`src/rtl/fetch_pkg.sv`:
```
// Shared types and constants for the instruction-fetch stage.
package fetch_pkg;

  localparam int unsigned INST_W = 32;
  localparam int unsigned JIDX_W = 26;
  localparam int unsigned CNT_W  = 32;

  localparam int unsigned      PC_STEP  = 4;
  localparam logic [INST_W-1:0] NOP_INST = 32'h0000_0000;

  typedef enum logic [1:0] {
    BOOT = 2'd0,
    RUN  = 2'd1,
    HALT = 2'd2
  } fetch_state_e;

  typedef enum logic [1:0] {
    IFID_HOLD   = 2'd0,
    IFID_LOAD   = 2'd1,
    IFID_BUBBLE = 2'd2
  } ifid_op_e;

endpackage

```
`src/rtl/fetch_pipe_ifid_reg.sv`:
```
// IF/ID pipeline register: load a fetched instruction, hold it, or write a NOP bubble.
module ifid_reg
  import fetch_pkg::*;
#(
  parameter int unsigned XLEN = 32
) (
  input  logic              clk,
  input  logic              rst,
  input  ifid_op_e          op,
  input  logic [INST_W-1:0] inst_in,
  input  logic [XLEN-1:0]   pc4_in,
  output logic [INST_W-1:0] inst,
  output logic [XLEN-1:0]   pc4,
  output logic              valid
);

  logic [INST_W-1:0] inst_q, inst_d;
  logic [XLEN-1:0]   pc4_q, pc4_d;
  logic              valid_q, valid_d;

  always_comb begin
    inst_d  = inst_q;
    pc4_d   = pc4_q;
    valid_d = valid_q;
    unique case (op)
      IFID_LOAD: begin
        inst_d  = inst_in;
        pc4_d   = pc4_in;
        valid_d = 1'b1;
      end
      IFID_BUBBLE: begin
        inst_d  = NOP_INST;
        pc4_d   = '0;
        valid_d = 1'b0;
      end
      default: ;
    endcase
  end

  always_ff @(posedge clk) begin
    if (rst) begin
      inst_q  <= NOP_INST;
      pc4_q   <= '0;
      valid_q <= 1'b0;
    end else begin
      inst_q  <= inst_d;
      pc4_q   <= pc4_d;
      valid_q <= valid_d;
    end
  end

  assign inst  = inst_q;
  assign pc4   = pc4_q;
  assign valid = valid_q;

endmodule

```
`src/rtl/fetch_pipe.sv`:
```
// Instruction-fetch stage: PC, next-PC selection, BOOT/RUN/HALT control and IF/ID register.
// Optional performance counters are enabled by defining FETCH_PERF_EN.
module fetch_pipe
  import fetch_pkg::*;
#(
  parameter int unsigned     XLEN     = 32,
  parameter logic [XLEN-1:0] RESET_PC = '0
) (
  input  logic              CLK,
  input  logic              RST,
  output logic [XLEN-1:0]   ImemAddr,
  input  logic [INST_W-1:0] ImemData,
  input  logic              Stall,
  input  logic              Flush,
  input  logic              BranchTaken,
  input  logic [XLEN-1:0]   BranchTarget,
  input  logic              Jump,
  input  logic [JIDX_W-1:0] JumpIndex,
  input  logic [XLEN-1:0]   JumpPC4,
  input  logic              Halt,
  input  logic              Resume,
  output logic [INST_W-1:0] IFID_Inst,
  output logic [XLEN-1:0]   IFID_PC4,
  output logic              IFID_Valid,
  output logic              Halted,
  output logic [CNT_W-1:0]  FetchCount,
  output logic [CNT_W-1:0]  BubbleCount
);

  fetch_state_e    state_q, state_d;
  logic [XLEN-1:0] pc_q, pc_d;
  logic            halted_q, halted_d;
  ifid_op_e        ifid_op;
  logic            redirect;
  logic [XLEN-1:0] pc_plus4;
  logic [XLEN-1:0] jump_target;

  assign redirect    = BranchTaken | Jump;
  assign pc_plus4    = pc_q + XLEN'(PC_STEP);
  assign jump_target = XLEN'({JumpPC4[31:28], JumpIndex, 2'b00});

  always_ff @(posedge CLK) begin
    if (RST) state_q <= BOOT;
    else     state_q <= state_d;
  end

  always_comb begin
    state_d = state_q;
    unique case (state_q)
      BOOT:    state_d = RUN;
      RUN:     if (Halt && !redirect) state_d = HALT;
      HALT:    if (Resume) state_d = RUN;
      default: state_d = BOOT;
    endcase
  end

  // IF/ID control; a redirect squashes the wrong-path fetch even under Stall.
  always_comb begin
    ifid_op  = IFID_LOAD;
    halted_d = (state_d == HALT);
    if (RST || state_q == BOOT)  ifid_op = IFID_BUBBLE;
    else if (redirect)           ifid_op = IFID_BUBBLE;
    else if (Flush)              ifid_op = IFID_BUBBLE;
    else if (Stall)              ifid_op = IFID_HOLD;
    else if (state_q == HALT)    ifid_op = IFID_BUBBLE;
  end

  // PC holds during BOOT so RESET_PC is the first address loaded into IF/ID.
  always_comb begin
    pc_d = pc_plus4;
    if (BranchTaken)                    pc_d = BranchTarget;
    else if (Jump)                      pc_d = jump_target;
    else if (Stall || state_q != RUN)   pc_d = pc_q;
  end

  always_ff @(posedge CLK) begin
    if (RST) begin
      pc_q     <= RESET_PC;
      halted_q <= 1'b0;
    end else begin
      pc_q     <= pc_d;
      halted_q <= halted_d;
    end
  end

  ifid_reg #(.XLEN(XLEN)) u_ifid (
    .clk     (CLK),
    .rst     (RST),
    .op      (ifid_op),
    .inst_in (ImemData),
    .pc4_in  (pc_plus4),
    .inst    (IFID_Inst),
    .pc4     (IFID_PC4),
    .valid   (IFID_Valid)
  );

  assign ImemAddr = pc_q;
  assign Halted   = halted_q;

`ifdef FETCH_PERF_EN
  logic [CNT_W-1:0] fetch_cnt_q, fetch_cnt_d;
  logic [CNT_W-1:0] bubble_cnt_q, bubble_cnt_d;

  // Saturating counters; hold cycles count as neither fetch nor bubble.
  always_comb begin
    fetch_cnt_d  = fetch_cnt_q;
    bubble_cnt_d = bubble_cnt_q;
    if (ifid_op == IFID_LOAD && fetch_cnt_q != '1)
      fetch_cnt_d = fetch_cnt_q + CNT_W'(1);
    if (ifid_op == IFID_BUBBLE && bubble_cnt_q != '1)
      bubble_cnt_d = bubble_cnt_q + CNT_W'(1);
  end

  always_ff @(posedge CLK) begin
    if (RST) begin
      fetch_cnt_q  <= '0;
      bubble_cnt_q <= '0;
    end else begin
      fetch_cnt_q  <= fetch_cnt_d;
      bubble_cnt_q <= bubble_cnt_d;
    end
  end

  assign FetchCount  = fetch_cnt_q;
  assign BubbleCount = bubble_cnt_q;
`else
  assign FetchCount  = '0;
  assign BubbleCount = '0;
`endif

endmodule

```
`config.mk`:
```
export PLATFORM = sky130hd
export DESIGN_NAME = fetch_pipe
export DESIGN_NICKNAME = d
export VERILOG_FILES = /design/src/rtl/fetch_pkg.sv /design/src/rtl/fetch_pipe_ifid_reg.sv /design/src/rtl/fetch_pipe.sv
export SDC_FILE = /design/constraint.sdc
export NUM_CORES = 1
export LEC_CHECK = 0
export ABC_AREA = 1
export CAP_MARGIN = 15
export CORE_UTILIZATION = 36
export DETAILED_ROUTE_END_ITERATION = 6
export PLACE_DENSITY = 0.78
export SLEW_MARGIN = 10
export SYNTH_ARGS = -nofsm -noshare
export SYNTH_HDL_FRONTEND = slang
export SYNTH_SLANG_ARGS = --single-unit
```
`constraint.sdc`:
```
create_clock -name CLK -period 2.55 [get_ports CLK]
set_clock_uncertainty 0.15 [all_clocks]
set_input_delay 0.255 -clock CLK [delete_from_list [all_inputs] [get_ports CLK]]
set_output_delay 0.255 -clock CLK [all_outputs]
set_load 0.03 [all_outputs]
```
==> run summary <==
OUTCOME
---------------------------------------------------------------------------------
Outcome                                                              complete, but fails checks
Violations in the final reports                                      design-rule violations

GLOBAL ROUTING
---------------------------------------------------------------------------------
GRT Resource Usage Total                                                    0.218
First-pass GRT wire length                                               26800 um
Via count of the first global-routing pass                                   5094
Global route total overflow                                                     0
Number of antenna violations at the first check in global routing               0
Maximum number of pins on one net before global-route repair                   72

STA
---------------------------------------------------------------------------------
Number of pins exceeding their max-slew limit in the final report               0
Setup repair after global routing missed its margin                         false
Min Clock Period, post-route                                              2080 ps
Peak Freq                                                               0.481 GHz
Final Cycle Share                                                           0.816
Worst slew pin tran                                                        816 ps
Count of final setup violators                                                  0
Worst slew margin relative to its limit                                     0.456
Final Hold Vio Count                                                            0
Worst hold slack across all endpoints                                      295 ps
Setup total negative slack                                                   0 ps

CRITICAL PATH
---------------------------------------------------------------------------------
Reg2Reg Setup Slack                                                        500 ps
Worst r2r dst                                                        ImemAddr[28]$_SDFFE_PP0P_
Slowest stage delay, CP                                                    420 ps
Worst-path cell with the longest stage delay                         sky130_fd_sc_hd__clkdlybuf4s50_1
Data arrival, critical path                                               2140 ps
Capturing element type of the critical path                              register
Crit path cell chain                                                 clkdlybuf4s50_1, nor4_1, buf_4, nand3_1, ha_2, buf_12, inv_1, nand2_1, a21oi_2
Worst Path Class, Setup                                                    in2reg
Max Fanout on Critical Path                                                    40
Startpoint of the worst-slack reg-to-reg timing path                 ImemAddr[3]$_SDFFE_PP0P_
Number of cells on the worst reg-to-reg path                                   11
Setup crit start kind                                                  input port
Required time of the worst setup path                                     2610 ps

SYNTH
---------------------------------------------------------------------------------
Netlist cell types                                                             30
Netlist area before placement                                         0.00547 mm2
Most frequently used flop master after synthesis                     sky130_fd_sc_hd__dfxtp_1
Leading post-synthesis cells by cell area                            sky130_fd_sc_hd__dfxtp_1, sky130_fd_sc_hd__nand2_1, sky130_fd_sc_hd__a21oi_1, sky130_fd_sc_hd__buf_4, sky130_fd_sc_hd__o21ai_0
Count of mapped cells out of synthesis                                        807
Post-synth top cells                                                 sky130_fd_sc_hd__nand2_1, sky130_fd_sc_hd__a21oi_1, sky130_fd_sc_hd__dfxtp_1
Post-Synthesis Mean Instance Area                                        6.78 um2
Area fraction of the dominant cell type after synthesis                     0.366
Area leader, netlist                                                 sky130_fd_sc_hd__dfxtp_1
Sequential-to-total area share from yosys stat                              0.366
Ys async rst share                                                              0
Post-synth EDFFs                                                                0
Yosys reg bits                                                                100
Most repeated cell in the gate-level netlist after synthesis         sky130_fd_sc_hd__nand2_1
Synth Warn #                                                                    0

ROUTING
---------------------------------------------------------------------------------
Total routed wirelength                                                  17200 um
DRT Pass-1 Iters                                                                7
DRC Markers                                                                    14
Drt first-iter violations                                                     326
Ratio of routed vias to standard cells                                       4.80
Antenna violation net count after detailed routing                              0
Total via count in the routed design                                         5665
Mean routed wirelength per cell                                           14.6 um

PLACE
---------------------------------------------------------------------------------
DP Wirelength                                                            12300 um
Number of buffer cells added on primary ports                                 199
Final Wtd Congestion                                                        0.913

POWER
---------------------------------------------------------------------------------
Tot Pwr                                                                   3.97 mW
Pwr Density                                                            512 mW/mm2
Leakage power                                                             2.93 nW
Worst-case vdd ir drop                                                   0.315 mV

CLOCKING
---------------------------------------------------------------------------------
Number of sinks driven by the clock tree                                      100
Clock latency of the later-clocked register in the worst-skew pair         360 ps
CTS clock-pin slew for the worst setup and hold paths                       70 ps
Resized cells post-CTS                                                          0
TritonCTS clock tree                                                          yes
Number of buffers inserted during clock tree synthesis                          9
Cell at the root of the clock tree                                   sky130_fd_sc_hd__clkbuf_16
Buffer depth of the longest clock path                                          2
Number of buffers inserted by post-CTS setup repair                             0
Hold bufs inserted after CTS                                                    0
H-Tree Depth                                                                    3

FINISH
---------------------------------------------------------------------------------
Net count reported at finish                                                 1125
Antenna Diode Count                                                             0
Growth of design area from synthesis to finish                              41.6%
Share of post-route cells with drive strength above 1                      0.0762
Final design utilization                                                    0.527
# fillers                                                                    1458

DIE
---------------------------------------------------------------------------------
Width of the die                                                           125 um
Area inside the core boundary                                          0.0147 mm2
Count of standard-cell rows                                                    44
Starting density of the core                                                0.372
Number of top-level pins                                                      292
Die Footprint                                                          0.0157 mm2
Die Height                                                                 125 um

MIN PATH
---------------------------------------------------------------------------------
Hold Crit Depth                                                                 3
Class of the tightest hold or removal check                                in2reg
Startpoint of the lowest-slack hold path                             ImemData[30]
Endpoint of the worst hold-timing path                               u_ifid.inst[30]$_SDFFE_PP0P_

RUN
---------------------------------------------------------------------------------
Max Cap Viol                                                                    0

cell type report:
class,count,area (um2),share of cell area
multi-input cells,630,2910,0.376
repair buffers,217,2170,0.280
flip-flops and latches,100,2000,0.258
clock buffers,10,239,0.0308
well taps,184,230,0.0297
inverters,34,128,0.0165
clock inverters,6,68.8,0.00888
metrics by stage:
step / worst slack, ps / std cells / area (um2)
floorplan: 132 / 870 / 5710
finish: 469 / 1181 / 7750
global route: 291 / 1181 / 7750
detailed placement: 84.3 / 1165 / 7440
CTS: 458 / 1181 / 7750
global placement: 122 / 1165 / 7440
flip-flops by register name (all words and copies together), names as in the netlist:
name / flops
Halted: 1
ImemAddr: 32
state_q: 2
u_ifid.inst: 32
u_ifid.pc4: 32
u_ifid.valid: 1
placed cells by master, fill, tap and decap left out, drive strengths merged, types with 2 or more instances in the layout:
cell type	synthesis	layout
xor2	6	6
conb	1	64
o21ai	40	40
nor2	52	52
a21oi	127	127
clkdlybuf4s50	0	198
clkbuf	34	10
inv	34	37
xnor2	5	5
and2	2	2
o211ai	9	9
ha	3	3
or2	18	18
dfxtp	100	100
buf	71	19
nand3b	7	7
nand3	29	29
nand2	265	265
layer usage:
metal  up-vias  routed length, um  global-route usage
li1       2841                  -                   -
met2       210               8230               0.360
met5         -                  0                   0
met1      2590               7400               0.272
met3        24               1190              0.0522
met4         0                367              0.0875
cells by family after synthesis:
kind of cell / after synthesis / synth area share
fa+ha+maj: 3 / 0.00686
simple gates: 374 / 0.291
buf+inv: 140 / 0.148
flops: 100 / 0.366
compound gates: 178 / 0.170
xor+xnor: 11 / 0.0176
other cells: 1 / 0.000685
worst max-delay path by stage:
stage | startpoint | end | cells past startpoint
floorplan | Jump | u_ifid.pc4[23]$_SDFFE_PP0P_ | 9
global placement | Jump | u_ifid.pc4[17]$_SDFFE_PP0P_ | 9
detailed placement | Jump | u_ifid.pc4[3]$_SDFFE_PP0P_ | 9
CTS | Jump | u_ifid.pc4[17]$_SDFFE_PP0P_ | 9
global route | ImemAddr[2]$_SDFFE_PP0P_ | ImemAddr[28]$_SDFFE_PP0P_ | 11
finish | Jump | u_ifid.pc4[17]$_SDFFE_PP0P_ | 9
critical path: cells and delay by family:
family | cells | cell delay (ps)
buf+inv | 4 | 950
compound gates | 1 | 50
fa+ha+maj | 1 | 400
simple gates | 3 | 480
where the power goes:
part           switching [mW]  total (mW)  internal [mW]
clock network           0.661        1.46          0.798
logic                   0.489       0.820          0.331
registers              0.0740        1.69           1.61
total                    1.22        3.97           2.74
No activity file was read; power rests on OpenSTA's default activity.
